File: src/rtl/galaxian_pkg.sv
// Shared widths, ROM region map and loader state type for the Galaxian ROM loader.
package galaxian_pkg;

  localparam int unsigned ADDR_W  = 25;
  localparam int unsigned DATA_W  = 8;
  localparam int unsigned INDEX_W = 8;
  localparam int unsigned WADDR_W = 14;
  localparam int unsigned COUNT_W = 16;

  // Region bases in the download address space
  localparam int unsigned PGM_BASE   = 32'h0000;
  localparam int unsigned GFX_K_BASE = 32'h4000;
  localparam int unsigned GFX_H_BASE = 32'h5000;
  localparam int unsigned PAL_BASE   = 32'h6000;

  localparam int unsigned PGM_SIZE = 16384;
  localparam int unsigned GFX_SIZE = 4096;
  localparam int unsigned PAL_SIZE = 32;

  typedef enum logic [1:0] {
    ST_IDLE = 2'd0,
    ST_LOAD = 2'd1,
    ST_HOLD = 2'd2,
    ST_RUN  = 2'd3
  } loader_state_e;

endpackage

File: src/rtl/strobe_edge.sv
// Registered rising-edge detector: rise_c is high in the first cycle a strobe is seen high.
module strobe_edge (
  input  logic clk,
  input  logic res_n,
  input  logic strobe,
  output logic rise_c
);

  logic strobe_q;

  always_ff @(posedge clk) begin
    if (!res_n) begin
      strobe_q <= 1'b0;
    end else begin
      strobe_q <= strobe;
    end
  end

  assign rise_c = strobe && !strobe_q;

endmodule

File: src/rtl/galaxian_rom_loader.sv
// Galaxian ROM loader: steers data_io download bytes into the program, graphics and
// palette ROM regions and keeps the game core in reset until the image is in place.
module galaxian_rom_loader
  import galaxian_pkg::*;
#(
  parameter int unsigned        PGM_BYTES   = PGM_SIZE,
  parameter int unsigned        GFX_BYTES   = GFX_SIZE,
  parameter int unsigned        PAL_BYTES   = PAL_SIZE,
  parameter int unsigned        HOLD_CYCLES = 16,
  parameter logic [INDEX_W-1:0] ROM_INDEX   = 8'h00
) (
  input  logic               clk_sys,
  input  logic               res_n,
  input  logic               ioctl_download,
  input  logic [INDEX_W-1:0] ioctl_index,
  input  logic               ioctl_wr,
  input  logic [ADDR_W-1:0]  ioctl_addr,
  input  logic [DATA_W-1:0]  ioctl_dout,
  output logic               pgm_we,
  output logic               gfx_k_we,
  output logic               gfx_h_we,
  output logic               pal_we,
  output logic [WADDR_W-1:0] wr_addr,
  output logic [DATA_W-1:0]  wr_data,
  output logic               core_reset,
  output logic               load_done,
  output logic               load_error,
  output logic [COUNT_W-1:0] byte_count
);

  localparam logic [ADDR_W-1:0]  PGM_HI     = ADDR_W'(PGM_BASE + PGM_BYTES);
  localparam logic [ADDR_W-1:0]  K_LO       = ADDR_W'(GFX_K_BASE);
  localparam logic [ADDR_W-1:0]  K_HI       = ADDR_W'(GFX_K_BASE + GFX_BYTES);
  localparam logic [ADDR_W-1:0]  H_LO       = ADDR_W'(GFX_H_BASE);
  localparam logic [ADDR_W-1:0]  H_HI       = ADDR_W'(GFX_H_BASE + GFX_BYTES);
  localparam logic [ADDR_W-1:0]  PAL_LO     = ADDR_W'(PAL_BASE);
  localparam logic [ADDR_W-1:0]  PAL_HI     = ADDR_W'(PAL_BASE + PAL_BYTES);
  localparam logic [COUNT_W-1:0] FULL_COUNT = COUNT_W'(PAL_BASE + PAL_BYTES);
  localparam int unsigned        HOLD_W     = (HOLD_CYCLES > 1) ? $clog2(HOLD_CYCLES) : 1;
  localparam logic [HOLD_W-1:0]  HOLD_LAST  = HOLD_W'(HOLD_CYCLES - 1);

  loader_state_e state, state_next;

  logic [HOLD_W-1:0]  hold_cnt;
  logic               rise_c;
  logic               qualify;
  logic               accept, good, bad;
  logic               sel_pgm, sel_k, sel_h, sel_pal, in_range;
  logic [WADDR_W-1:0] offset;
  logic [COUNT_W-1:0] count_inc, count_after;
  logic               load_entry, hold_entry, run_entry;

  strobe_edge u_strobe_edge (
    .clk    (clk_sys),
    .res_n  (res_n),
    .strobe (ioctl_wr),
    .rise_c (rise_c)
  );

  assign qualify = ioctl_download && (ioctl_index == ROM_INDEX);

  always_ff @(posedge clk_sys) begin
    if (!res_n) begin
      state <= ST_IDLE;
    end else begin
      state <= state_next;
    end
  end

  // A restart in HOLD or RUN goes straight back to LOAD; HOLD lasts HOLD_CYCLES cycles.
  always_comb begin
    state_next = state;
    case (state)
      ST_IDLE: if (qualify) state_next = ST_LOAD;
      ST_LOAD: if (!ioctl_download) state_next = ST_HOLD;
      ST_HOLD: begin
        if (qualify) begin
          state_next = ST_LOAD;
        end else if (hold_cnt == HOLD_LAST) begin
          state_next = ST_RUN;
        end
      end
      ST_RUN:  if (qualify) state_next = ST_LOAD;
      default: state_next = ST_IDLE;
    endcase
  end

  // Region decode; the priority chain guarantees at most one select.
  always_comb begin
    sel_pgm = 1'b0;
    sel_k   = 1'b0;
    sel_h   = 1'b0;
    sel_pal = 1'b0;
    offset  = '0;
    if (ioctl_addr < PGM_HI) begin
      sel_pgm = 1'b1;
      offset  = WADDR_W'(ioctl_addr);
    end else if ((ioctl_addr >= K_LO) && (ioctl_addr < K_HI)) begin
      sel_k  = 1'b1;
      offset = WADDR_W'(ioctl_addr - K_LO);
    end else if ((ioctl_addr >= H_LO) && (ioctl_addr < H_HI)) begin
      sel_h  = 1'b1;
      offset = WADDR_W'(ioctl_addr - H_LO);
    end else if ((ioctl_addr >= PAL_LO) && (ioctl_addr < PAL_HI)) begin
      sel_pal = 1'b1;
      offset  = WADDR_W'(ioctl_addr - PAL_LO);
    end
  end

  // A strobe edge is taken whenever the state is LOAD, even if download falls that cycle.
  always_comb begin
    in_range    = sel_pgm || sel_k || sel_h || sel_pal;
    accept      = (state == ST_LOAD) && rise_c;
    good        = accept && in_range;
    bad         = accept && !in_range;
    count_inc   = (byte_count == '1) ? byte_count : byte_count + COUNT_W'(1);
    count_after = good ? count_inc : byte_count;
    load_entry  = (state_next == ST_LOAD) && (state != ST_LOAD);
    hold_entry  = (state == ST_LOAD) && (state_next == ST_HOLD);
    run_entry   = (state == ST_HOLD) && (state_next == ST_RUN);
  end

  always_ff @(posedge clk_sys) begin
    if (!res_n) begin
      pgm_we     <= 1'b0;
      gfx_k_we   <= 1'b0;
      gfx_h_we   <= 1'b0;
      pal_we     <= 1'b0;
      wr_addr    <= '0;
      wr_data    <= '0;
      byte_count <= '0;
      load_done  <= 1'b0;
      load_error <= 1'b0;
      core_reset <= 1'b1;
      hold_cnt   <= '0;
    end else begin
      pgm_we   <= good && sel_pgm;
      gfx_k_we <= good && sel_k;
      gfx_h_we <= good && sel_h;
      pal_we   <= good && sel_pal;
      if (good) begin
        wr_addr <= offset;
        wr_data <= ioctl_dout;
      end
      byte_count <= load_entry ? '0 : count_after;
      // Error covers stray addresses and an image that ended short.
      if (load_entry) begin
        load_error <= 1'b0;
      end else if (bad || (hold_entry && (count_after < FULL_COUNT))) begin
        load_error <= 1'b1;
      end
      if (load_entry) begin
        load_done <= 1'b0;
      end else if (run_entry) begin
        load_done <= 1'b1;
      end
      core_reset <= (state_next != ST_RUN);
      hold_cnt   <= ((state == ST_HOLD) && (state_next == ST_HOLD)) ? hold_cnt + HOLD_W'(1) : '0;
    end
  end

endmodule

File: config.mk
export PLATFORM = sky130hd
export DESIGN_NAME = galaxian_rom_loader
export DESIGN_NICKNAME = d
export VERILOG_FILES = /design/src/rtl/galaxian_pkg.sv /design/src/rtl/strobe_edge.sv /design/src/rtl/galaxian_rom_loader.sv
export SDC_FILE = /design/constraint.sdc
export NUM_CORES = 1
export LEC_CHECK = 0
export CAP_MARGIN = 15
export CORE_MARGIN = 4
export CORE_UTILIZATION = 48
export DETAILED_ROUTE_END_ITERATION = 6
export PLACE_DENSITY = 0.86
export SLEW_MARGIN = 20
export SYNTH_ARGS = -nofsm -noshare
export SYNTH_HDL_FRONTEND = slang
export SYNTH_SLANG_ARGS = --single-unit
File: constraint.sdc
create_clock -name clk_sys -period 4 [get_ports clk_sys]
set_input_delay 0.4 -clock clk_sys [delete_from_list [all_inputs] [get_ports clk_sys]]
set_output_delay 0.4 -clock clk_sys [all_outputs]
set_load 0.01 [all_outputs]
# Word level (Yosys, flattened, before mapping)

Cells that the tools add are included.

Add/sub/neg operators: 5
Magnitude comparators: 8
Equal/unequal tests: 10
Muxes and demuxes: 21
Bitwise gates (word level): 1
Reduce and logical (&&, ||, !) cells: 28

Operators with widths:

| operator                                               | number |
|---|---|
| < comparator 25 x 15 -> 1 bit (second input constant)  | 4 |
| >= comparator 25 x 15 -> 1 bit (second input constant) | 3 |
| 2-to-1 mux 14 bit                                      | 4 |
| 2-to-1 mux 16 bit                                      | 2 |
| logical AND 1 bit                                      | 17 |
| adder 16 x 1 -> 16 bit (second input constant)         | 1 |
| == test 16 bit (second input constant)                 | 1 |
| < comparator 16 x 15 -> 1 bit (second input constant)  | 1 |
| subtractor 14 x 1 -> 14 bit (second input constant)    | 1 |
| subtractor 14 x 13 -> 14 bit (second input constant)   | 1 |
| subtractor 14 bit (second input constant)              | 1 |
| 2-to-1 mux 1 bit                                       | 10 |
| == test 2 bit (second input constant)                  | 4 |
| logical NOT 8 bit                                      | 1 |
| 2-to-1 mux 2 bit                                       | 4 |
| case mux 2 bit (3 select lines)                        | 1 |
| adder 4 x 1 -> 4 bit (second input constant)           | 1 |
| == test 2 x 1 -> 1 bit (second input constant)         | 2 |
| == test 4 bit (second input constant)                  | 1 |
| logical OR 1 bit                                       | 4 |
| OR reduction 2 bit                                     | 2 |
| logical NOT 1 bit                                      | 2 |
| logical NOT 2 bit                                      | 1 |
| != test 2 x 1 -> 1 bit (second input constant)         | 1 |
| other kinds (3)                                        | 3 |

Flip-flop bits (word level): 52
Bits of input ports: 45
Output and inout bits: 45
Word-level logic and storage cells: 86

# Longest topological paths before layout

Gate-level depths: netlist of the first run.

Depth after elaboration: 12
Mapped depth: 10

# Hierarchy

Synthesis of the first run repeated with hierarchy kept, for this count alone.

Cells, all modules: 305
Area total of the unflattened synthesis: 2,573.7 sq um

By module, submodules not included:

| module              | times used | cells each | area an instance (sq um) |
|---|---|---|---|
| galaxian_rom_loader | 1          | 302        | 2,533.7 |
| strobe_edge         | 1          | 3          | 40.0 |

# Least setup slack after synthesis of the first run

OpenSTA, ideal clock, no wires.

Path kind: register to register
Start: register state[1]
End: register load_error
Arrival: 2.316 ns
Data required time: 3.920 ns
Setup slack: 1.604 ns
Stages on the path, launching flop included: 11
Period minus slack after synthesis: 2.396 ns
Path through: dfxtp_1 > inv_1 > ha_1 > clkbuf_2 > and3b_2 > nand4_1 > nor3_1 > nor4b_1 > mux2i_1 > a31oi_1 > a211oi_2

Word-level cells in the longest chain between the ends: 7

RTL lines:

| what                                                                        | line                                                                              | source |
|---|---|---|
| start, declared                                                             | galaxian_rom_loader.sv:42                                                         | `loader_state_e state, state_next;` |
| start signal, assigned                                                      | galaxian_rom_loader.sv:66                                                         | `state <= state_next;` |
| == test 2 x 1 -> 1 bit, or another cell as far along                        | galaxian_rom_loader.sv:73, galaxian_rom_loader.sv:113, galaxian_rom_loader.sv:119 |  |
| logical AND 1 bit, or another cell as far along                             | galaxian_rom_loader.sv:113                                                        | `accept = (state == ST_LOAD) && rise_c;` |
| logical AND 1 bit / case mux 2 bit (3 select lines) (equally long branches) | galaxian_rom_loader.sv:114, galaxian_rom_loader.sv:73                             |  |
| 2-to-1 mux 16 bit / == test 2 bit (equally long branches)                   | galaxian_rom_loader.sv:117, galaxian_rom_loader.sv:119                            |  |
| < comparator 16 x 15 -> 1 bit / logical AND 1 bit (equally long branches)   | galaxian_rom_loader.sv:149, galaxian_rom_loader.sv:119                            |  |
| logical AND 1 bit                                                           | galaxian_rom_loader.sv:149                                                        | `end else if (bad \|\| (hold_entry && (count_after < FULL_COUNT))) begin` |
| logical OR 1 bit                                                            | galaxian_rom_loader.sv:149                                                        |  |
| end signal, assigned                                                        | galaxian_rom_loader.sv:133                                                        | `load_error <= 1'b0;` |
| end signal, assigned                                                        | galaxian_rom_loader.sv:148                                                        | `load_error <= 1'b0;` |
| end signal, assigned                                                        | galaxian_rom_loader.sv:150                                                        | `load_error <= 1'b1;` |
| end, declared                                                               | galaxian_rom_loader.sv:27                                                         | `output logic load_error,` |

Parallel ways exist; a longest one is shown, timed or not.
A chain may end at the register's enable or synchronous reset.

# Worst setup path after layout of the first run

Ends and elaborated chain as after synthesis.

==> impl_metrics.env, run 1 <==
export IMPL_fin_skew_ns=0.00525
export IMPL_gp_congestion=0.883
export IMPL_cts_tree="done"
export IMPL_hpwl_um=4760
export IMPL_grt_pass1_wl_um=10200
export IMPL_syn_inst=291
export IMPL_insertion_delay_ns=0.31
export IMPL_nNetsFinal=429
export IMPL_syn_cell_area_um2=2440
export IMPL_cts_setup_buffers=0
export IMPL_finalSetupTns_ns=0
export IMPL_grt_total_usage_pct=20.4
export IMPL_synth_area_leaders="dfxtp_1 (43%), nand2_1 (8.6%), a21boi_0 (6.5%)"
export IMPL_cts_hold_buf=0
export IMPL_rsz0062_at_grt="false"
export IMPL_grt_antenna_before_repair=0
export IMPL_clkSinkCount=52
export IMPL_ctsRootBufferMaster="clkbuf_8"
export IMPL_antenna_cells=0
export IMPL_fp_row_count=25
export IMPL_overflow=0
export IMPL_period_needed_ns=2.74
export IMPL_slowest_delay_ns=0.56
export IMPL_drive_above_1_share_pct=6.32
export IMPL_path_clk_slew_ns=0.09
export IMPL_drtIter0Drc=75
export IMPL_drc=0
export IMPL_slew_headroom_pct=39.0
export IMPL_io_buffers=89
export IMPL_synthArstFlopShare_pct=0
export IMPL_max_freq_mhz=364
export IMPL_cp_start_kind="flop"
export IMPL_fin_ws_ns=1.26
export IMPL_max_clock_path_buffers=2
export IMPL_die_width_um=79.3
export IMPL_power_leakage_nw=1.19
export IMPL_grt_pass1_vias=2336
export IMPL_die_area_um2=6290
export IMPL_synth_most_common_cell="nand2_1"
export IMPL_worst_slew_pin_slew_ns=0.902
export IMPL_dp_slack_ns=0.975
export IMPL_worstPathArrival_ns=2.98
export IMPL_synth_flop_cell="dfxtp_1"
export IMPL_synthToLayoutAreaGrowth_pct=43.0
export IMPL_ys_ff_latch=52
export IMPL_crit_buf_inv=1
export IMPL_synth_top_area_share_pct=42.7
export IMPL_wl_per_cell_um=13.7
export IMPL_yosysWarnings=0
export IMPL_yosys_top_cells_count="nand2_1 (56), dfxtp_1 (52), nor2_1 (30)"
export IMPL_grt_max_degree=29
export IMPL_path_cells="inv_1, ha_1, and3b_2, nand4_1, nor3_1, nor4b_1, mux2i_1, a31oi_1, a211oi_2"
export IMPL_core_area_um2=4820
export IMPL_pwr_density_cell_nw_per_um2=272
export IMPL_hp_class="flop to flop"
export IMPL_die_h_um=79.3
export IMPL_postSynthAreaPerCell_um2=8.38
export IMPL_maxCapViolCount=0
export IMPL_ctsResizeCount=0
export IMPL_cp_slowest_cell="nor3_1"
export IMPL_synth_nets=341
export IMPL_fin_crit_sh_pct=68.6
export IMPL_worstPathRequired_ns=4.24
export IMPL_cp_end_kind="flop"
export IMPL_crit_family="simple AND/OR/NAND/NOR gates"
export IMPL_avgViaCountPerCell=5.33
export IMPL_worstSetupPathType="flop to flop"
export IMPL_yosysUniqueCellTypes=43
export IMPL_synth_area_leader_cell="dfxtp_1"
export IMPL_htree_levels=2
export IMPL_start_util_pct=50.6
export IMPL_slew_violations=0
export IMPL_path_max_fanout=8
export IMPL_finalHoldViolations=0
export IMPL_setup_viol=0
export IMPL_num_vias=2383
export IMPL_cts_made_buffers=5
export IMPL_ios=90
export IMPL_ir_worst_vdd_uv=249
export IMPL_synth_edf_count=0
export IMPL_antenna_left=0
export IMPL_dr_pass1_iters=4
export IMPL_ys_seq_area_share_pct=42.7
export IMPL_wl_um=6140
export IMPL_status="complete, no violations"
==> registers in the layout, indices dropped and copies added, names as in the netlist <==
signal and cells:
pal_we 1, gfx_h_we 1, load_error 1, hold_cnt 4, load_done 1, core_reset 1, state 2, wr_addr 14
byte_count 16, pgm_we 1, u_strobe_edge.strobe_q 1, gfx_k_we 1, wr_data 8
==> power breakdown <==
part	switching [mW]	internal (mW)
Clock	0.177	0.140
Sequential	0.00362	0.521
Combinational	0.0458	0.0622
==> cell type report <==
cell class,count,area [um2]
inverter,7,26.3
fill,386,1330
clock inverter,2,15.0
multi-input combinational,221,1330
timing repair buffer,92,913
sequential,52,1040
tap,67,83.8
clock buffer,6,82.6
==> layout by cell type, fill, tap and decap left out, drive strengths merged, types with 8 or more instances in the layout <==
cell           instances
a21oi                  8
a21boi                21
nand4                  8
nor2                  30
nor4                   9
dfxtp                 52
nand3                 14
nand2                 56
clkdlybuf4s50         89
o21ai                  8
==> path summary, 6_finish.rpt <==
path	startpoint	to	slack, ns	depth (start not counted)
worst max-delay path	state[1]	load_error	1.26	9
worst min register to register	wr_addr[2]	wr_addr[2]	0.47	2
worst min-delay path	wr_addr[2]	wr_addr[2]	0.47	2
worst max register to register	state[1]	load_error	1.26	9
==> metrics by stage <==
stage               instances  hold WS (ns)  utilization [%]  total power, mW  instance area [um2]
floorplan                 291         0.418                -            0.581                 2440
global placement          439         0.430             70.4            0.640                 3390
detailed placement        439         0.462             70.4            0.645                 3390
CTS                       447         0.474             72.4            0.959                 3490
global route              447         0.490             72.4            0.993                 3490
finish                    447         0.470             72.4            0.950                 3490
==> worst reg2reg max path, stage by stage (launching register included) <==
cell and delay (ns):
dfxtp_1 0.35, inv_1 0.08, ha_1 0.29, and3b_2 0.26, nand4_1 0.17, nor3_1 0.56
nor4b_1 0.37, mux2i_1 0.28, a31oi_1 0.12, a211oi_2 0.19
==> layer usage <==
layer / global-route usage (%) / vias up / routed length [um]
met5: 0 / - / 0
met4: 7.56 / 0 / 140
met3: 12.2 / 15 / 669
met2: 32.9 / 76 / 2930
met1: 21.8 / 1100 / 2400
li1: - / 1192 / -
==> logic make-up after synthesis <==
kind of cell,count (synthesis),share of synthesized area [%]
compound gates,50,14.6
xor+xnor,10,3.59
mux,5,2.05
simple gates,151,31.4
fa+ha+maj,5,2.56
flops,52,42.7
buf+inv,18,3.13
No activity file was read; power rests on OpenSTA's default activity.
==> inputs of run 2 (changes only) <==
--- a/config.mk
+++ b/config.mk
@@ -7,9 +7,9 @@
 export LEC_CHECK = 0
 export CAP_MARGIN = 15
 export CORE_MARGIN = 4
-export CORE_UTILIZATION = 48
+export CORE_UTILIZATION = 44
 export DETAILED_ROUTE_END_ITERATION = 6
-export PLACE_DENSITY = 0.86
+export PLACE_DENSITY = 0.79
 export SLEW_MARGIN = 20
 export SYNTH_ARGS = -nofsm -noshare
 export SYNTH_HDL_FRONTEND = slang
==> constraint.sdc (replaced) <==
create_clock -name clk_sys -period 2.74 [get_ports clk_sys]
set_input_delay 0.274 -clock clk_sys [delete_from_list [all_inputs] [get_ports clk_sys]]
set_output_delay 0.274 -clock clk_sys [all_outputs]
set_load 0.01 [all_outputs]
==> impl_metrics.env, run 2 (synthesis gave the netlist of run 1 again) <==
export IMPL_status="complete, no violations"
export IMPL_die_h_um=82.5
export IMPL_max_freq_mhz=425
export IMPL_worst_slew_pin_slew_ns=0.594
export IMPL_ir_worst_vdd_uv=309
export IMPL_period_needed_ns=2.36
export IMPL_intPower_mw=1.08
export IMPL_worstPathRequired_ns=2.90
export IMPL_io_buffers=89
export IMPL_dp_slack_ns=0.0588
export IMPL_antenna_left=0
export IMPL_rsz0062_at_grt="false"
export IMPL_grt_antenna_before_repair=0
export IMPL_final_common_cell="clkdlybuf4s50_1"
export IMPL_synthToLayoutAreaGrowth_pct=45.6
export IMPL_slew_headroom_pct=60.1
export IMPL_path_max_fanout=8
export IMPL_power_mw=1.39
export IMPL_fin_skew_ns=0.00734
export IMPL_numPlacedInstances=449
export IMPL_drive_above_1_share_pct=8.29
export IMPL_pwr_density_cell_nw_per_um2=391
export IMPL_grt_max_degree=27
export IMPL_hpwl_um=4750
export IMPL_cp_end_kind="flop"
export IMPL_num_vias=2376
export IMPL_ios=90
export IMPL_clkPwrFrac_pct=33.2
export IMPL_die_area_um2=6800
export IMPL_path_clk_slew_ns=0.09
export IMPL_slew_violations=0
export IMPL_cp_start_kind="flop"
export IMPL_fp_row_count=26
export IMPL_wl_per_cell_um=13.5
export IMPL_cts_hold_buf=0
export IMPL_dr_pass1_iters=6
export IMPL_drtIter0Drc=107
export IMPL_finalSetupTns_ns=0
export IMPL_grt_pass1_vias=2262
export IMPL_overflow=0
export IMPL_largest_reg_flops=16
export IMPL_max_clock_path_buffers=2
export IMPL_switching_share_pct=22.2
export IMPL_grt_total_usage_pct=18.8
export IMPL_top_register="byte_count"
export IMPL_clkSinkCount=52
export IMPL_core_area_um2=5240
export IMPL_final_cell_mix="clkdlybuf4s50_1 (89), nand2_1 (56), dfxtp_1 (52)"
export IMPL_nNetsFinal=436
export IMPL_largest_registers="byte_count: 16 flops, wr_addr: 14 flops, wr_data: 8 flops"
export IMPL_hp_class="flop to flop"
export IMPL_cts_made_buffers=5
export IMPL_worstPathArrival_ns=2.52
export IMPL_start_util_pct=46.6
export IMPL_gp_congestion=0.842
export IMPL_whs_ns=0.451
export IMPL_fin_crit_sh_pct=86.0
export IMPL_setup_viol=0
export IMPL_antenna_cells=0
export IMPL_htree_levels=2
export IMPL_power_switching_mw=0.308
export IMPL_worstSetupPathType="flop to flop"
export IMPL_fin_ws_ns=0.384
export IMPL_finalHoldViolations=0
export IMPL_drc=0
export IMPL_wl_um=6140
export IMPL_ctsRootBufferMaster="clkbuf_8"
export IMPL_maxCapViolCount=0
export IMPL_p_comb_share_pct=11.6
export IMPL_power_leakage_nw=1.23
export IMPL_seq_power_share_pct=55.2
export IMPL_instances_no_fill=456
export IMPL_insertion_delay_ns=0.30
export IMPL_grt_pass1_wl_um=10100
export IMPL_cts_tree="done"
export IMPL_avgViaCountPerCell=5.21
export IMPL_die_width_um=82.5
## run 2: changes by cell type in the layout (fill, tap and decap cells not counted), sizes merged
cell / change
clkbuf: +1
clkinvlp: -2
buf: +7
## run 2: final cells by class
cell class | count | area, um2
inverters | 7 | 26.3
well taps | 70 | 87.6
multi-input cells | 221 | 1340
fillers | 438 | 1680
clock buffers | 7 | 96.3
repair buffers | 99 | 966
flip-flops and latches | 52 | 1040
## run 2: per-layer routing
layer  share of wire [%]  GRT usage [%]
met3                  12           8.79
met2                  46           31.6
met4                0.47           3.99
met1                  41           21.7
met5                   0              0
## run 2: through the flow
stage          utilization [%]  instance area [um2]
2_1_floorplan                -                 2440
3_3_place_gp              65.8                 3450
3_5_place_dp              65.8                 3450
4_1_cts                   67.7                 3540
5_1_grt                   67.8                 3550
6_report                  67.8                 3550
## run 2: what timing repair did
item                                    in CTS  in global routing
gates resized for setup                      0                  2
endpoints found under the setup margin       0                  1
buffers inserted                             0                  0
## run 2: worst max-delay path: stages, from the launching register on
cell,delay [ns]
dfxtp_1,0.36
inv_1,0.09
ha_2,0.26
and3b_2,0.25
nand4_1,0.17
nor4_1,0.32
buf_4,0.17
nand3_1,0.09
mux2i_1,0.17
nor3_1,0.25
a211oi_2,0.10
## run 2: power by group through the flow
stage / logic, mW / clock network (mW) / registers [mW]
after floorplan: 0.0649 / 0 / 0.783
after global placement: 0.156 / 0 / 0.783
after detailed placement: 0.159 / 0 / 0.784
after CTS: 0.161 / 0.478 / 0.766
after global routing: 0.174 / 0.504 / 0.767
final: 0.161 / 0.461 / 0.766
## run 2: worst paths after layout
kind	end	cells after the start	startpoint	slack, ns
worst min register to register	hold_cnt[0]	1	hold_cnt[0]	0.45
worst max-delay path	load_error	10	state[1]	0.38
worst max register to register	load_error	10	state[1]	0.38
worst min-delay path	hold_cnt[0]	1	hold_cnt[0]	0.45
